File: src/rtl/fifo_pkg.sv
// fifo_pkg
//   Shared definitions for the delay-buffer read side (fifo_reader) and the
//   buffer-side write controller. Holds the drain FSM state encoding and a
//   small helper that classifies a state as busy.
//   No ports (package).
package fifo_pkg;

    typedef logic [1:0] fifo_state_t;

    // Drain FSM states, kept as plain constants so legacy code that compares
    // raw 2-bit state values keeps working.
    localparam logic [1:0] ST_IDLE    = 2'd0;
    localparam logic [1:0] ST_FETCH   = 2'd1;
    localparam logic [1:0] ST_PRESENT = 2'd2;
    localparam logic [1:0] ST_DONE    = 2'd3;

    function automatic logic state_busy(input fifo_state_t s);
        return (s != ST_IDLE);
    endfunction

endpackage

File: src/rtl/fifo_reader.sv
// fifo_reader
//   Drains DEPTH entries, oldest first, from an upstream shift-style delay
//   buffer and hands them one at a time to a consumer over a valid/ready
//   handshake. A start pulse in IDLE begins a drain; abort cancels at once.
//
//   Ports
//     clk        sole clock, rising edge
//     rst_n      asynchronous active-low reset
//     start      single-cycle drain request, honoured only in IDLE
//     abort      synchronous cancel of the current drain
//     fifo_q     oldest entry presented by the buffer
//     fifo_en    shift strobe; the buffer advances one entry at this edge
//     fifo_d     fill word shifted into the buffer (always zero)
//     out_valid  out_data holds a valid word
//     out_ready  consumer accepts when out_valid && out_ready
//     out_data   registered word to the consumer
//     out_last   marks the DEPTH-th word
//     busy       high whenever the FSM is not IDLE
//     done       one-cycle pulse after the final handshake
module fifo_reader
    import fifo_pkg::*;
#(
    parameter int DEPTH = 8,
    parameter int BITS  = 64
) (
    input  logic            clk,
    input  logic            rst_n,
    input  logic            start,
    input  logic            abort,
    input  logic [BITS-1:0] fifo_q,
    output logic            fifo_en,
    output logic [BITS-1:0] fifo_d,
    output logic            out_valid,
    input  logic            out_ready,
    output logic [BITS-1:0] out_data,
    output logic            out_last,
    output logic            busy,
    output logic            done
);

    localparam int            CW   = $clog2(DEPTH);
    localparam logic [CW-1:0] LAST = CW'(DEPTH - 1);

    fifo_state_t   state;
    fifo_state_t   state_nxt;
    logic [CW-1:0] count;
    logic          hs;

    // Next-state and shift strobe. The strobe doubles as the load enable for
    // out_data: every shift of the buffer captures the word being shifted out,
    // so the buffer and out_data can never drift apart. Abort overrides
    // everything, including a handshake in the same cycle, and suppresses the
    // strobe so the buffer is left untouched.
    always_comb begin
        state_nxt = state;
        fifo_en   = 1'b0;
        hs        = (state == ST_PRESENT) && out_ready;
        case (state)
            ST_IDLE: begin
                if (start) state_nxt = ST_FETCH;
            end
            ST_FETCH: begin
                fifo_en   = 1'b1;
                state_nxt = ST_PRESENT;
            end
            ST_PRESENT: begin
                if (hs) begin
                    if (count == LAST) state_nxt = ST_DONE;
                    else               fifo_en   = 1'b1;
                end
            end
            ST_DONE: begin
                state_nxt = ST_IDLE;
            end
            default: begin
                state_nxt = ST_IDLE;
            end
        endcase
        if (abort) begin
            state_nxt = ST_IDLE;
            fifo_en   = 1'b0;
        end
    end

    // State, word counter and output data register.
    always_ff @(posedge clk or negedge rst_n) begin
        if (!rst_n) begin
            state    <= ST_IDLE;
            count    <= '0;
            out_data <= '0;
        end else begin
            state <= state_nxt;
            if (fifo_en) out_data <= fifo_q;
            if (state == ST_FETCH) count <= '0;
            else if (fifo_en)      count <= count + 1'b1;
        end
    end

    // Outputs decoded from state so reset clears them without waiting for a
    // clock edge.
    assign out_valid = (state == ST_PRESENT);
    assign out_last  = out_valid && (count == LAST);
    assign busy      = state_busy(state);
    assign done      = (state == ST_DONE) && !abort;
    assign fifo_d    = '0;

endmodule

File: config.mk
export PLATFORM = sky130hd
export DESIGN_NAME = fifo_reader
export DESIGN_NICKNAME = d
export VERILOG_FILES = /design/src/rtl/fifo_pkg.sv /design/src/rtl/fifo_reader.sv
export SDC_FILE = /design/constraint.sdc
export NUM_CORES = 1
export LEC_CHECK = 0
export BUFFER_PORTS_ARGS = -buffer_cell sky130_fd_sc_hd__buf_2
export CORE_MARGIN = 3
export CORE_UTILIZATION = 30
export DETAILED_ROUTE_END_ITERATION = 6
export HOLD_SLACK_MARGIN = 0.03
export PLACE_DENSITY = 0.61
export SLEW_MARGIN = 10
export SYNTH_ARGS = -nofsm -noshare
export SYNTH_HDL_FRONTEND = slang
export SYNTH_SLANG_ARGS = --single-unit
File: constraint.sdc
create_clock -name clk -period 3.1 [get_ports clk]
set_input_delay 0.155 -clock clk [delete_from_list [all_inputs] [get_ports clk]]
set_output_delay 0.155 -clock clk [all_outputs]
set_load 0.02 [all_outputs]
==> results_dict.tcl <==
set metrics [dict create \
    status "complete, no violations" \
    numCtsBuffers 9 \
    pwr-share-seq 0.341 \
    max_slew_margin 0.407 \
    utilization 0.390 \
    synth_common_cells "dfrtp_1 (69), buf_4 (64), mux2_4 (49)" \
    drc_errors 0 \
    cts_max_level 3 \
    ys.flop_type "dfrtp_1" \
    yosysWarningCount 0 \
    slew_violations 0 \
    syn_area_per_cell_sq_um 14.5 \
    core_area_sq_mm 0.0110 \
    ant_nets 0 \
    p_leak_nw 2.44 \
    row_count 38 \
    ys_ff_latch 69 \
    combPwrFrac 0.455 \
    period_share 0.734 \
    ioPinCount 202 \
    gr-total-overflow 0 \
    p_switching_mw 1.70 \
    clock_latency_ns 0.33 \
    dr.first_iter.drc_count 88 \
    cp_data_required_time_ns 2.94 \
    grt_pass1_vias 2112 \
    synth-seq-area-share 0.503 \
    cts.clk_slew.worst_paths_ns 0.05 \
    hold_viol_final 0 \
    dr.pass1.iters 4 \
    yosys.area.top_type "dfrtp_1" \
    drive_above_1_share 0.564 \
    pre_cts_slack_ns 0.918 \
    synthArstFlopShare 1.00 \
    crit_path_max_fanout 30 \
    cp-end-kind "output pin" \
    worst_ep_arrival_time_ns 2.12 \
    die_h_um 113 \
    maxCapViolCount 0 \
    die_w_um 113 \
    layout.nets 459 \
    post-route-min-period_ns 2.28 \
    portBuffers 137 \
    fmax_ghz 0.439 \
    p_int_mw 2.87 \
    power_mw 4.58 \
    antenna_found_initial 0 \
    sw_frac_of_total 0.372 \
    gp_congestion 0.723 \
    grt_max_degree 70 \
    grt_usage 0.108 \
    hpwl_um 4770 \
    insertedDiodeCount 0 \
    synthTopCellsByArea "dfrtp_1 (50%), mux2_4 (21%), buf_4 (14%), mux2_2 (4.9%), ha_1 (2.2%)" \
    synth_top_area_frac 0.503 \
    post_cts_buffers 0 \
    rsz0062_at_grt "false" \
    max-vdd-ir-drop_uv 592 \
    wire_per_inst_um 12.7 \
    crit_path_start_kind "register" \
    synth_edf_count 0 \
    syn-cell-area_sq_mm 0.00343 \
    min_path_type "in2reg" \
    clkSinkCount 69 \
    worst_pin_slew_ns 0.890 \
    route.vias.total 2088 \
    yosysMostFrequentCell "dfrtp_1" \
    reg2reg_depth 6 \
    die_area_sq_mm 0.0128 \
    tns_ns 0 \
    min_path_cells 2 \
    setup_viol 0 \
    power.density_mw_per_mm2 1060 \
    routed_wl_um 6690 \
    area_growth_pct 25.4 \
    cts_tree "done" \
    clk_path_buf_depth 2 \
    synthCells 237 \
    grt_pass1_wl_um 10800 \
    layout_setup_ws_ns 0.823 \
    fin_worst_skew_ns 0.00375 \
    synth.distinct_cells 24 \
    via_per_inst 3.95 \
    p_clk_frac 0.203 \
    root_buffer "clkbuf_16" \
    critical_path_class "reg2out" \
    start_util 0.311 \
]
==> critical path: stages (launching register included) <==
cell     delay (ns)
dfrtp_1        0.38
inv_1          0.08
ha_1           0.25
and3b_1        0.25
o21ai_4        0.14
buf_4          0.42
inv_1          0.07
buf_2          0.17
==> placed cells by master, fill, tap and decap left out, types with 2 or more instances in the layout <==
| cell type | netlist | layout |
|---|---|---|
| nor2b_1 | 2 | 2 |
| clkbuf_16 | 0 | 9 |
| nand3_1 | 2 | 2 |
| dlygate4sd3_1 | 0 | 5 |
| o21ai_0 | 3 | 3 |
| buf_4 | 64 | 3 |
| buf_2 | 1 | 136 |
| clkinv_2 | 0 | 2 |
| dfrtp_1 | 69 | 69 |
| inv_1 | 5 | 5 |
| mux2_2 | 15 | 15 |
| nand2_1 | 2 | 2 |
| clkinvlp_4 | 0 | 2 |
| conb_1 | 1 | 64 |
| mux2_4 | 49 | 49 |
| a21oi_1 | 3 | 3 |
| ha_1 | 6 | 6 |
==> metal layers <==
metal	global-route usage	routed length, um
met5	0	0
met4	0.0385	83
met3	0.0636	912
met2	0.157	2940
met1	0.132	2750
==> area by class of cell <==
class                           instances  area [sq um]
Timing Repair Buffer                  144           753
Clock inverter                          4          25.0
Inverter                                5          18.8
Multi-Input combinational cell        155          1360
Clock buffer                           11           243
Fill cell                            1084          6730
Tap cell                              140           175
Sequential cell                        69          1730
==> path summary, 6_finish.rpt <==
path | slack, ns | end | start
setup / recovery | 0.82 | fifo_en | state[0]
hold / removal | 0.05 | out_data[51] | fifo_q[51]
setup reg to reg | 0.93 | out_data[25] | state[0]
hold reg to reg | 0.50 | out_data[11] | out_data[11]
max in group asynchronous | 2.03 | out_data[15] | rst_n
min in group asynchronous | 0.49 | out_data[1] | rst_n
==> power groups by stage <==
stage / Clock, mW / Sequential [mW] / Combinational [mW]
detailed placement: 0 / 1.57 / 2.10
global placement: 0 / 1.56 / 2.07
CTS: 0.977 / 1.57 / 2.11
global route: 1.01 / 1.63 / 2.23
floorplan: 0 / 2.08 / 1.04
finish: 0.930 / 1.56 / 2.08
==> cells by family (layout without fill, tap and decap cells) <==
| group | after synthesis | in the layout | synth area share |
|---|---|---|---|
| other | 1 | 64 | 0.00109 |
| adder cells (fa/ha/maj) | 6 | 6 | 0.0219 |
| buffers and inverters | 76 | 164 | 0.171 |
| flip-flops | 69 | 69 | 0.503 |
| multiplexers | 65 | 65 | 0.267 |
| AO/OA/AOI/OAI | 9 | 9 | 0.0171 |
| AND/OR/NAND/NOR | 11 | 11 | 0.0190 |
==> registers in the layout, summed over array words and instances (netlist names) <==
| signal | count |
|---|---|
| state | 2 |
| out_data | 64 |
| count | 3 |
==> metrics by stage <==
step                      area [sq um]  std cells  hold slack, ns
after floorplan                   3670        300          -0.141
after global placement            3990        508           0.323
after detailed placement          3990        508           0.343
after CTS                         4290        527          0.0302
after global routing              4300        528          0.0307
final                             4300        528          0.0514
==> timing repair <==
action                                 CTS  global route
hold buffers                             4             1
gates resized for setup                  0             0
endpoints found under the hold margin   72             1
Note: power is estimated with default switching activity, not from simulation.
